$ cat src/rtl/eq_run_defs.sv
// Shared definitions for the equal-pair run stimulus generator.
// State codes are Gray-ordered IDLE -> RUN -> BRK; the unused code 2'b10 recovers to IDLE.
package eq_run_defs;

  typedef enum logic [1:0] {
    ST_IDLE = 2'b00,
    ST_RUN  = 2'b01,
    ST_BRK  = 2'b11
  } state_t;

  localparam state_t ST_DEFAULT = ST_IDLE;

endpackage

$ cat src/rtl/eq_run_tracker.sv
// Predicts the output of an equal-run detector: counts consecutive equal valid pairs
// and registers whether the count has reached MATCH_LEN.
module eq_run_tracker #(
  parameter int MATCH_LEN = 4
) (
  input  logic clk,
  input  logic reset,
  input  logic A,
  input  logic B,
  input  logic pair_valid,
  output logic expect_out
);

  localparam int CW = $clog2(MATCH_LEN + 1);
  localparam logic [CW-1:0] SAT = CW'(MATCH_LEN);

  logic [CW-1:0] r_eqCnt;
  logic [CW-1:0] w_nextCnt;
  logic          r_expect;

  // Any idle cycle or unequal pair breaks the run; the count saturates so it never wraps.
  always_comb begin
    w_nextCnt = '0;
    if (pair_valid && (A == B)) begin
      w_nextCnt = (r_eqCnt == SAT) ? SAT : r_eqCnt + CW'(1);
    end
  end

  always_ff @(posedge clk or negedge reset) begin
    if (!reset) begin
      r_eqCnt  <= '0;
      r_expect <= 1'b0;
    end else begin
      r_eqCnt  <= w_nextCnt;
      r_expect <= (w_nextCnt >= SAT);
    end
  end

  assign expect_out = r_expect;

endmodule

$ cat src/rtl/eq_run_gen.sv
// Command-driven A/B pair stream generator: L equal pairs then one break pair,
// with a registered prediction of the downstream equal-run detector output.
module eq_run_gen
  import eq_run_defs::*;
#(
  parameter int CNT_W     = 4,
  parameter int MATCH_LEN = 4
) (
  input  logic             clk,
  input  logic             reset,
  input  logic             cmd_valid,
  output logic             cmd_ready,
  input  logic [CNT_W-1:0] cmd_len,
  input  logic             cmd_lvl,
  input  logic             cmd_toggle,
  output logic             A,
  output logic             B,
  output logic             pair_valid,
  output logic             done,
  output logic             expect_out
);

  state_t           r_state;
  state_t           w_nextState;
  logic [CNT_W-1:0] r_rem;
  logic [CNT_W-1:0] w_nextRem;
  logic             r_cur;
  logic             w_nextCur;
  logic             r_toggle;
  logic             w_nextToggle;
  logic             r_A;
  logic             r_B;
  logic             r_pairValid;
  logic             r_done;
  logic             w_nextA;
  logic             w_nextB;
  logic             w_nextPairValid;
  logic             w_nextDone;

  // The outputs are registered, so this block decides what the next cycle emits.
  // r_cur always holds the value of the next pair in sequence, which is also the
  // A value of the break pair once the run is exhausted.
  always_comb begin
    w_nextState     = r_state;
    w_nextRem       = r_rem;
    w_nextCur       = r_cur;
    w_nextToggle    = r_toggle;
    w_nextA         = 1'b0;
    w_nextB         = 1'b0;
    w_nextPairValid = 1'b0;
    w_nextDone      = 1'b0;
    case (r_state)
      ST_IDLE: begin
        if (cmd_valid) begin
          w_nextToggle    = cmd_toggle;
          w_nextA         = cmd_lvl;
          w_nextPairValid = 1'b1;
          if (cmd_len != '0) begin
            w_nextState = ST_RUN;
            w_nextRem   = cmd_len;
            w_nextB     = cmd_lvl;
            w_nextCur   = cmd_toggle ? ~cmd_lvl : cmd_lvl;
          end else begin
            w_nextState = ST_BRK;
            w_nextB     = ~cmd_lvl;
            w_nextDone  = 1'b1;
            w_nextCur   = cmd_lvl;
          end
        end
      end
      ST_RUN: begin
        w_nextPairValid = 1'b1;
        w_nextA         = r_cur;
        if (r_rem == CNT_W'(1)) begin
          w_nextState = ST_BRK;
          w_nextB     = ~r_cur;
          w_nextDone  = 1'b1;
        end else begin
          w_nextB   = r_cur;
          w_nextRem = r_rem - CNT_W'(1);
          w_nextCur = r_toggle ? ~r_cur : r_cur;
        end
      end
      ST_BRK: begin
        w_nextState = ST_IDLE;
      end
      default: begin
        w_nextState = ST_DEFAULT;
      end
    endcase
  end

  always_ff @(posedge clk or negedge reset) begin
    if (!reset) begin
      r_state     <= ST_IDLE;
      r_rem       <= '0;
      r_cur       <= 1'b0;
      r_toggle    <= 1'b0;
      r_A         <= 1'b0;
      r_B         <= 1'b0;
      r_pairValid <= 1'b0;
      r_done      <= 1'b0;
    end else begin
      r_state     <= w_nextState;
      r_rem       <= w_nextRem;
      r_cur       <= w_nextCur;
      r_toggle    <= w_nextToggle;
      r_A         <= w_nextA;
      r_B         <= w_nextB;
      r_pairValid <= w_nextPairValid;
      r_done      <= w_nextDone;
    end
  end

  assign cmd_ready  = (r_state == ST_IDLE);
  assign A          = r_A;
  assign B          = r_B;
  assign pair_valid = r_pairValid;
  assign done       = r_done;

  eq_run_tracker #(
    .MATCH_LEN(MATCH_LEN)
  ) u_tracker (
    .clk       (clk),
    .reset     (reset),
    .A         (r_A),
    .B         (r_B),
    .pair_valid(r_pairValid),
    .expect_out(expect_out)
  );

endmodule
$ cat config.mk
export PLATFORM = sky130hd
export DESIGN_NAME = eq_run_gen
export DESIGN_NICKNAME = d
export VERILOG_FILES = /design/src/rtl/eq_run_defs.sv /design/src/rtl/eq_run_tracker.sv /design/src/rtl/eq_run_gen.sv
export SDC_FILE = /design/constraint.sdc
export NUM_CORES = 1
export LEC_CHECK = 0
export CAP_MARGIN = 25
export CORE_MARGIN = 2
export CORE_UTILIZATION = 52
export CTS_BUF_LIST = sky130_fd_sc_hd__clkbuf_8
export CTS_CLUSTER_SIZE = 24
export DETAILED_ROUTE_END_ITERATION = 8
export GPL_TIMING_DRIVEN = 0
export PLACE_DENSITY = 0.9
export REMOVE_ABC_BUFFERS = 1
export SLEW_MARGIN = 20
export SYNTH_ARGS = -nofsm -noshare
export SYNTH_HDL_FRONTEND = slang
export SYNTH_HIERARCHICAL = 1
export SYNTH_SLANG_ARGS = --single-unit
export TNS_END_PERCENT = 100
$ cat constraint.sdc
create_clock -name clk -period 2.5 [get_ports clk]
set_clock_uncertainty 0.2 [all_clocks]
set_input_delay 0.75 -clock clk [delete_from_list [all_inputs] [get_ports clk]]
set_output_delay 0.75 -clock clk [all_outputs]
set_load 0.03 [all_outputs]
==> metrics.json, run 1 <==
{
  "power.combinational.fraction_pct": 47.2,
  "max-vdd-ir-drop_v": 0.000629,
  "drtPass1Iterations": 6,
  "numCtsBuffers": 3,
  "final_layout_size_suffix_gt1_share_pct": 12.1,
  "post-route-util_pct": 65.5,
  "yosys.area_share.adder_pct": 6.30,
  "rsz_0062_raised_after_global_routing": "no",
  "clock_root_buffer_master": "sky130_fd_sc_hd__clkbuf_8",
  "timing.hold.worst_path_depth": 1,
  "share_clk_of_total_power_pct": 16.2,
  "regToRegSetupSlack_ns": 0.50,
  "min_delay_worst_endpoint": "u_tracker/r_eqCnt[0]$_DFF_PN0_",
  "remaining_drc_errors": 0,
  "areaGrowthSynthToFinish_pct": 21.3,
  "p_int_w": 0.000700,
  "synth_cell_type_count": 27,
  "fillerInstances": 127,
  "post_synth_instance_area_um2": 795,
  "worstSkewPairLatency_ns": 0.25,
  "cap_violations": 0,
  "fin_crit_ns": 2.43,
  "grt_antenna_before_repair": 0,
  "synth.most_common_cell": "sky130_fd_sc_hd__dfrtp_1",
  "critPathKind": "input port to register",
  "cp.required_ns": 2.43,
  "core_area_um2": 1470,
  "cts_tree": "built",
  "sequentialPowerShare_pct": 36.6,
  "synthSimpleGateAreaFrac_pct": 17.8,
  "worstHoldPathType": "register to register",
  "die_w_um": 43.1,
  "synth_xor_xnor_area_share_pct": 4.41,
  "nNetsFinal": 105,
  "synth_flop_cell": "sky130_fd_sc_hd__dfrtp_1",
  "crit-reg2reg-capture": "r_rem[0]$_DFFE_PN0P_",
  "switching_share_pct": 40.0,
  "maxSlewHeadroom_pct": 57.2,
  "initial_utilization_pct": 54.0,
  "post_drt_wl_per_cell_um": 14.1,
  "worstMarginPinSlew_ns": 0.639,
  "synthMuxAreaShare_pct": 4.09,
  "synth_area_per_cell_um2": 10.1,
  "timing_max_transition_violations_final": 0,
  "min-delay-start": "u_tracker/r_eqCnt[0]$_DFF_PN0_",
  "synth_top_family_by_area": "simple AND/OR/NAND/NOR gates",
  "cts.reportedPaths.clkPinSlew_ns": 0.06,
  "gr-usage-all-layers_pct": 19.4,
  "ys_warn_count": 6,
  "routed_wire_length_um": 1510,
  "synth-seq-area-share_pct": 47.2,
  "power.density_nw_per_um2": 1210,
  "maximum_number_of_pins_on_one_net_before_global_route_repair": 16,
  "instance_count_of_the_mapped_netlist": 79,
  "routed_via_density": 5.72,
  "rr_startpoint": "r_rem[1]$_DFFE_PN0P_",
  "layout.cells.non_filler": 107,
  "worstSetupStartpointType": "input port",
  "post-dp-hpwl_um": 1050,
  "synth_area_leaders": "sky130_fd_sc_hd__dfrtp_1 47%, sky130_fd_sc_hd__ha_1 6.3%, sky130_fd_sc_hd__a21oi_1 3.8%",
  "status": "finished, final reports clean",
  "detailed_place.area_um2": 912,
  "async_reset_ff_share_pct": 100,
  "synth_top_cell_area_share_pct": 47.2,
  "worstRegToRegCells": 6,
  "synth_enable_flop_cells": 0,
  "final_min_period_over_clock_period_pct": 97.3,
  "netSwitchingPower_w": 0.000468,
  "antenna_violating_nets_post_route": 0,
  "drt_iter0_drc": 9,
  "final_design_area_no_fill_um2": 963,
  "tritoncts_num_sinks": 15,
  "clock_tree.htree_level_count": 1,
  "die_area_um2": 1860,
  "area_fraction_in_compound_gates_after_synthesis_pct": 12.0,
  "max_clock_freq_mhz": 411,
  "grt-ovfl-total": 0,
  "leakage_nw": 0.458,
  "postCtsSetupBuffers": 0,
  "core.rowCount": 14,
  "synth.ff_latch_count": 15,
  "antennaDiodeCount": 0,
  "final_worst_setup_slack_ns": 0.0670,
  "port_buffers": 14,
  "fin_setup_tns_ns": 0,
  "ioPinCount": 15,
  "grt_pass1_wl_um": 2600,
  "post-place-ws_ns": -0.250,
  "numPlacedInstances": 103,
  "grt_pass1_vias": 637,
  "crit_path_end_kind": "register",
  "highest_fanout_seen_on_the_critical_path": 8,
  "setup-violations-final": 0,
  "global_placement_routability_congestion": 0.773,
  "cts_max_path_buffers": 2,
  "timing.final.hold_violations": 0,
  "synthTopCellsByCount": "15 x sky130_fd_sc_hd__dfrtp_1, 6 x sky130_fd_sc_hd__a21oi_1, 6 x sky130_fd_sc_hd__inv_1, 6 x sky130_fd_sc_hd__nand2_1, 5 x sky130_fd_sc_hd__nor2_1",
  "critPathArrivalTime_ns": 2.37,
  "vertical_extent_of_the_die_um": 43.1,
  "area_leader_netlist": "sky130_fd_sc_hd__dfrtp_1",
  "route.vias.total": 612
}
## critical path: stages
cell and delay (ns):
sky130_fd_sc_hd__clkdlybuf4s50_1 0.45, sky130_fd_sc_hd__or4_4 0.60, sky130_fd_sc_hd__a32o_2 0.33, sky130_fd_sc_hd__mux2i_1 0.17
sky130_fd_sc_hd__nand2_1 0.06
## final cells by class
type	count	area [um^2]	share of cell area, %
Sequential cell	15	375	39.0
Multi-Input combinational cell	52	358	37.1
Timing Repair Buffer	14	143	14.8
Clock buffer	3	41.3	4.29
Inverter	6	22.5	2.34
Tap cell	16	20.0	2.08
Clock inverter	1	3.75	0.390
## repair_timing
item,4_1_cts,5_1_grt
gates resized for setup,1,1
hold endpoints to repair,0,0
pin swaps,0,1
hold buffers,0,0
endpoints found under the setup margin,1,2
## cell usage in the layout, fill, tap and decap left out, types with 2 or more instances in the layout
master / netlist / final
sky130_fd_sc_hd__nand2_1: 6 / 6
sky130_fd_sc_hd__nor2_1: 5 / 5
sky130_fd_sc_hd__nand2b_1: 3 / 3
sky130_fd_sc_hd__xor2_1: 2 / 2
sky130_fd_sc_hd__a21oi_1: 6 / 6
sky130_fd_sc_hd__clkbuf_8: 0 / 3
sky130_fd_sc_hd__clkdlybuf4s50_1: 0 / 13
sky130_fd_sc_hd__nand3_1: 4 / 4
sky130_fd_sc_hd__o22ai_1: 3 / 3
sky130_fd_sc_hd__mux2_2: 2 / 2
sky130_fd_sc_hd__dfrtp_1: 15 / 15
sky130_fd_sc_hd__inv_1: 6 / 7
sky130_fd_sc_hd__o21ai_0: 4 / 4
sky130_fd_sc_hd__xnor2_1: 2 / 2
sky130_fd_sc_hd__ha_1: 4 / 4
sky130_fd_sc_hd__or3b_2: 2 / 2
## layer usage
metal  track usage (%)  share of wire (%)
met4              12.7                2.8
met2              31.0                 51
met5                 0                  0
met1              22.1                 42
met3              5.53                4.4
## sequential cells by signal, indices dropped and copies added (netlist names)
signal,flops
r_rem,4
u_tracker/r_eqCnt,3
r_state,2
A,1
B,1
done,1
pair_valid,1
r_cur,1
r_toggle,1
## stage by stage
stage | total power [W] | hold slack, ns
after floorplan | 0.000807 | 0.245
after global placement | 0.000937 | 0.262
after detailed placement | 0.000975 | 0.286
after CTS | 0.00117 | 0.294
after global routing | 0.00126 | 0.305
final | 0.00117 | 0.285
## power groups by stage
| stage | logic, W | clock network (W) | registers [W] |
|---|---|---|---|
| 2_1_floorplan | 0.000341 | 0 | 0.000465 |
| 3_3_place_gp | 0.000516 | 0 | 0.000421 |
| 3_5_place_dp | 0.000546 | 0 | 0.000429 |
| 4_1_cts | 0.000555 | 0.000194 | 0.000425 |
| 5_1_grt | 0.000612 | 0.000208 | 0.000441 |
| 6_report | 0.000551 | 0.000190 | 0.000427 |
## kinds of logic (layout without fill, tap and decap cells)
family | after synthesis | after routing
AND/OR/NAND/NOR | 26 | 26
AO/OA/AOI/OAI | 15 | 15
flip-flops | 15 | 15
buffers and inverters | 12 | 24
adder cells (fa/ha/maj) | 4 | 4
XOR/XNOR | 4 | 4
multiplexers | 3 | 3
## how the worst max path moves through the flow
stage | from | end | slack, ns | cells after the start
after CTS | r_state[0]$_DFFE_PN0P_ | cmd_ready | 0.05 | 2
after detailed placement | cmd_len[0] | r_rem[0]$_DFFE_PN0P_ | -0.25 | 5
final | cmd_len[0] | r_rem[0]$_DFFE_PN0P_ | 0.07 | 5
after global placement | cmd_len[0] | r_rem[0]$_DFFE_PN0P_ | -0.23 | 5
after floorplan | cmd_len[0] | r_rem[0]$_DFFE_PN0P_ | 0.29 | 4
after global routing | cmd_len[0] | r_rem[0]$_DFFE_PN0P_ | 0.005 | 5
(Power assumes the default switching activity.)
==> run 2, diff against run 1 <==
--- a/config.mk
+++ b/config.mk
@@ -13,7 +13,6 @@
 export DETAILED_ROUTE_END_ITERATION = 8
 export GPL_TIMING_DRIVEN = 0
 export PLACE_DENSITY = 0.9
-export REMOVE_ABC_BUFFERS = 1
 export SLEW_MARGIN = 20
 export SYNTH_ARGS = -nofsm -noshare
 export SYNTH_HDL_FRONTEND = slang
==> run 2 against run 1 <==
Fmax shrank 1.3%. Final area increased by 6.2%. Critical path depth increased by 2. Clock power grew 3%. Wire length shrank 3.5%. Register-to-register slack worse by 0.08 ns. Flip-flop and latch count is the same.
==> metrics.json, run 2 (synthesis gave the netlist of run 1 again) <==
{
  "post_drt_wl_per_cell": {"value": 12.8, "unit": "um", "change": "was 14.1 um"},
  "max_clock_freq": {"value": 406, "unit": "MHz", "change": "was 411 MHz"},
  "cp.required": {"value": 2.44, "unit": "ns", "change": "was 2.43 ns"},
  "highest_fanout_seen_on_the_critical_path": {"value": 8, "change": "unchanged"},
  "worstMarginPinSlew": {"value": 0.651, "unit": "ns", "change": "was 0.639 ns"},
  "leakage": {"value": 0.495, "unit": "nW", "change": "was 0.458 nW"},
  "layout_top_registers": {"value": "r_rem x4, u_tracker/r_eqCnt x3, r_state x2", "change": "unchanged"},
  "cap_violations": {"value": 0, "change": "unchanged"},
  "netSwitchingPower": {"value": 0.000477, "unit": "W", "change": "was 0.000468 W"},
  "regToRegSetupSlack": {"value": 0.42, "unit": "ns", "change": "was 0.50 ns"},
  "timing.critical_path.buf_inv": {"value": 3, "change": "was 1"},
  "cts.reportedPaths.clkPinSlew": {"value": 0.06, "unit": "ns", "change": "about the same"},
  "status": {"value": "finished, final reports clean", "change": "unchanged"},
  "initial_utilization": {"value": 54.0, "unit": "%", "change": "unchanged"},
  "timing.final.hold_violations": {"value": 0, "change": "unchanged"},
  "numCtsBuffers": {"value": 3, "change": "unchanged"},
  "fin_crit": {"value": 2.46, "unit": "ns", "change": "was 2.43 ns"},
  "clock_root_buffer_master": {"value": "sky130_fd_sc_hd__clkbuf_8", "change": "unchanged"},
  "core_area": {"value": 1470, "unit": "um^2", "change": "unchanged"},
  "die_w": {"value": 43.1, "unit": "um", "change": "unchanged"},
  "maximum_number_of_pins_on_one_net_before_global_route_repair": {"value": 16, "change": "unchanged"},
  "maxSlewHeadroom": {"value": 56.5, "unit": "%", "change": "was 57.2%"},
  "routed_via_density": {"value": 5.46, "change": "was 5.72"},
  "routed_wire_length": {"value": 1460, "unit": "um", "change": "was 1510 um"},
  "post-dp-hpwl": {"value": 1110, "unit": "um", "change": "was 1050 um"},
  "clock_tree.htree_level_count": {"value": 1, "change": "unchanged"},
  "core.rowCount": {"value": 14, "change": "unchanged"},
  "power.combinational.fraction": {"value": 49.0, "unit": "%", "change": "was 47.2%"},
  "grt_pass1_vias": {"value": 634, "change": "was 637"},
  "drt_iter0_drc": {"value": 8, "change": "was 9"},
  "sequentialPowerShare": {"value": 34.9, "unit": "%", "change": "was 36.6%"},
  "min-delay-start": {"value": "u_tracker/r_eqCnt[0]$_DFF_PN0_", "change": "unchanged"},
  "gr-usage-all-layers": {"value": 18.9, "unit": "%", "change": "was 19.4%"},
  "die_area": {"value": 1860, "unit": "um^2", "change": "unchanged"},
  "fillerInstances": {"value": 101, "change": "was 127"},
  "timing_max_transition_violations_final": {"value": 0, "change": "unchanged"},
  "critPathArrivalTime": {"value": 2.40, "unit": "ns", "change": "was 2.37 ns"},
  "cts_max_path_buffers": {"value": 2, "change": "unchanged"},
  "share_clk_of_total_power": {"value": 16.1, "unit": "%", "change": "was 16.2%"},
  "grt_pass1_wl": {"value": 2610, "unit": "um", "change": "was 2600 um"},
  "global_placement_routability_congestion": {"value": 0.764, "change": "was 0.773"},
  "timing.hold.worst_path_depth": {"value": 1, "change": "unchanged"},
  "final_layout_size_suffix_gt1_share": {"value": 17.3, "unit": "%", "change": "was 12.1%"},
  "final_min_period_over_clock_period": {"value": 98.6, "unit": "%", "change": "was 97.3%"},
  "critPathMaxStageDelay": {"value": 0.52, "unit": "ns", "change": "was 0.60 ns"},
  "port_buffers": {"value": 14, "change": "unchanged"},
  "min_delay_worst_endpoint": {"value": "u_tracker/r_eqCnt[0]$_DFF_PN0_", "change": "unchanged"},
  "max-vdd-ir-drop": {"value": 0.000737, "unit": "V", "change": "was 0.000629 V"},
  "critical_path.top_delay_family": {"value": "buffers and inverters", "change": "was simple AND/OR/NAND/NOR gates"},
  "grt-ovfl-total": {"value": 0, "change": "unchanged"},
  "most_frequent_cells_in_the_layout": {"value": "15 x sky130_fd_sc_hd__dfrtp_1, 12 x sky130_fd_sc_hd__clkdlybuf4s50_1, 6 x sky130_fd_sc_hd__inv_1, 6 x sky130_fd_sc_hd__nand2_1, 6 x sky130_fd_sc_hd__a21oi_1", "change": "was 15 x sky130_fd_sc_hd__dfrtp_1, 13 x sky130_fd_sc_hd__clkdlybuf4s50_1, 7 x sky130_fd_sc_hd__inv_1, 6 x sky130_fd_sc_hd__nand2_1, 6 x sky130_fd_sc_hd__a21oi_1"},
  "power.density": {"value": 1190, "unit": "nW/um^2", "change": "was 1210 nW/um^2"},
  "antennaDiodeCount": {"value": 0, "change": "unchanged"},
  "detailed_place.area": {"value": 955, "unit": "um^2", "change": "was 912 um^2"},
  "drtPass1Iterations": {"value": 4, "change": "was 6"},
  "rsz_0062_raised_after_global_routing": {"value": "no", "change": "unchanged"},
  "cts_tree": {"value": "built", "change": "unchanged"},
  "vertical_extent_of_the_die": {"value": 43.1, "unit": "um", "change": "unchanged"},
  "cp_max_delay_cell": {"value": "sky130_fd_sc_hd__or4_4", "change": "unchanged"},
  "tritoncts_num_sinks": {"value": 15, "change": "unchanged"},
  "fin_total_pwr": {"value": 0.00121, "unit": "W", "change": "was 0.00117 W"},
  "final_design_area_no_fill": {"value": 1020, "unit": "um^2", "change": "was 963 um^2"},
  "largest_register_ff_count": {"value": 4, "change": "unchanged"},
  "crit_path_end_kind": {"value": "register", "change": "unchanged"},
  "final_worst_setup_slack": {"value": 0.0357, "unit": "ns", "change": "was 0.0670 ns"},
  "worstRegToRegCells": {"value": 8, "change": "was 6"},
  "post-place-ws": {"value": -0.266, "unit": "ns", "change": "was -0.250 ns"},
  "post-route-util": {"value": 69.6, "unit": "%", "change": "was 65.5%"},
  "ioPinCount": {"value": 15, "change": "unchanged"},
  "critPathKind": {"value": "input port to register", "change": "unchanged"},
  "setup-violations-final": {"value": 0, "change": "unchanged"},
  "switching_share": {"value": 39.3, "unit": "%", "change": "was 40.0%"},
  "remaining_drc_errors": {"value": 0, "change": "unchanged"},
  "worstSkewPairLatency": {"value": 0.25, "unit": "ns", "change": "about the same"},
  "most_common_cell_after_layout_fill_and_taps_aside": {"value": "sky130_fd_sc_hd__dfrtp_1", "change": "unchanged"},
  "mappedNetlistNets": 92,
  "cp_cell_sequence": {"value": "clkdlybuf4s50_1, or4_4, buf_6, a32o_2, buf_6, mux2i_1, nand2_1", "change": "was clkdlybuf4s50_1, or4_4, a32o_2, mux2i_1, nand2_1"},
  "worst_path_most_repeated_cell": "sky130_fd_sc_hd__buf_6",
  "crit-reg2reg-capture": {"value": "r_rem[0]$_DFFE_PN0P_", "change": "unchanged"},
  "grt_antenna_before_repair": {"value": 0, "change": "unchanged"},
  "route.vias.total": {"value": 623, "change": "was 612"},
  "areaGrowthSynthToFinish": {"value": 28.8, "unit": "%", "change": "was 21.3%"},
  "ctsHoldBuffers": {"value": 0, "change": "unchanged"},
  "rr_startpoint": {"value": "r_rem[1]$_DFFE_PN0P_", "change": "unchanged"},
  "p_int": {"value": 0.000736, "unit": "W", "change": "was 0.000700 W"},
  "worstSetupStartpointType": {"value": "input port", "change": "unchanged"},
  "top_reg_by_flops": {"value": "r_rem", "change": "unchanged"},
  "antenna_violating_nets_post_route": {"value": 0, "change": "unchanged"},
  "nNetsFinal": {"value": 112, "change": "was 105"},
  "worstHoldPathType": {"value": "register to register", "change": "unchanged"}
}
[run 2: power groups by stage]
stage	Combinational, W	Clock (W)	Sequential [W]
2_1_floorplan	0.000382	0	0.000465
3_3_place_gp	0.000562	0	0.000420
3_5_place_dp	0.000594	0	0.000427
4_1_cts	0.000597	0.000198	0.000423
5_1_grt	0.000655	0.000211	0.000439
6_report	0.000594	0.000196	0.000423
[run 2: timing repair]
| action | 4_1_cts | 5_1_grt |
|---|---|---|
| endpoints found under the setup margin | 0 | 4 |
| buffers inserted | 0 | 1 |
| resized for setup | 0 | 5 |
| endpoints found under the hold margin | 0 | 0 |
[run 2: worst max path at each step]
stage,startpoint,end,slack (ns),cells after the start
3_3_place_gp,cmd_len[0],r_rem[0]$_DFFE_PN0P_,-0.27,7
4_1_cts,cmd_len[0],r_rem[0]$_DFFE_PN0P_,0.0008,7
2_1_floorplan,cmd_len[0],r_rem[0]$_DFFE_PN0P_,0.21,6
6_report,cmd_len[1],r_rem[0]$_DFFE_PN0P_,0.04,7
5_1_grt,cmd_len[1],r_rem[0]$_DFFE_PN0P_,0.005,7
3_5_place_dp,cmd_len[0],r_rem[0]$_DFFE_PN0P_,-0.27,7
[run 2: worst register-to-register path, cell delays in order (launching register included)]
cell                      delay [ns]
sky130_fd_sc_hd__dfrtp_1        0.40
sky130_fd_sc_hd__inv_1          0.09
sky130_fd_sc_hd__ha_1           0.14
sky130_fd_sc_hd__or3b_2         0.46
sky130_fd_sc_hd__buf_6          0.14
sky130_fd_sc_hd__a32o_2         0.22
sky130_fd_sc_hd__buf_6          0.13
sky130_fd_sc_hd__mux2i_1        0.13
sky130_fd_sc_hd__nand2_1        0.06
[run 2: area by class of cell]
| class | instances | area, um^2 | area share, % |
|---|---|---|---|
| Buffer | 6 | 48.8 | 4.77 |
| Clock buffer | 3 | 41.3 | 4.03 |
| Clock inverter | 1 | 5.00 | 0.489 |
| Inverter | 6 | 22.5 | 2.20 |
| Multi-Input combinational cell | 52 | 358 | 35.0 |
| Sequential cell | 15 | 375 | 36.7 |
| Tap cell | 16 | 20.0 | 1.96 |
| Timing Repair Buffer | 15 | 153 | 14.9 |
[run 2: metrics by stage]
stage | hold slack [ns] | TNS [ns] | cells
after floorplan | 0.245 | 0 | 79
after global placement | 0.261 | -0.965 | 109
after detailed placement | 0.279 | -0.989 | 109
after CTS | 0.289 | 0 | 113
after global routing | 0.319 | 0 | 114
final | 0.281 | 0 | 114
[run 2: per-layer routing]
| metal | GRT usage [%] | vias to the layer above | share of wire, % |
|---|---|---|---|
| met3 | 4.26 | 4 | 3.6 |
| met2 | 32.2 | 10 | 51 |
| met4 | 7.27 | 0 | 1.7 |
| met5 | 0 | - | 0 |
| met1 | 22.8 | 299 | 44 |
| li1 | - | 310 | - |
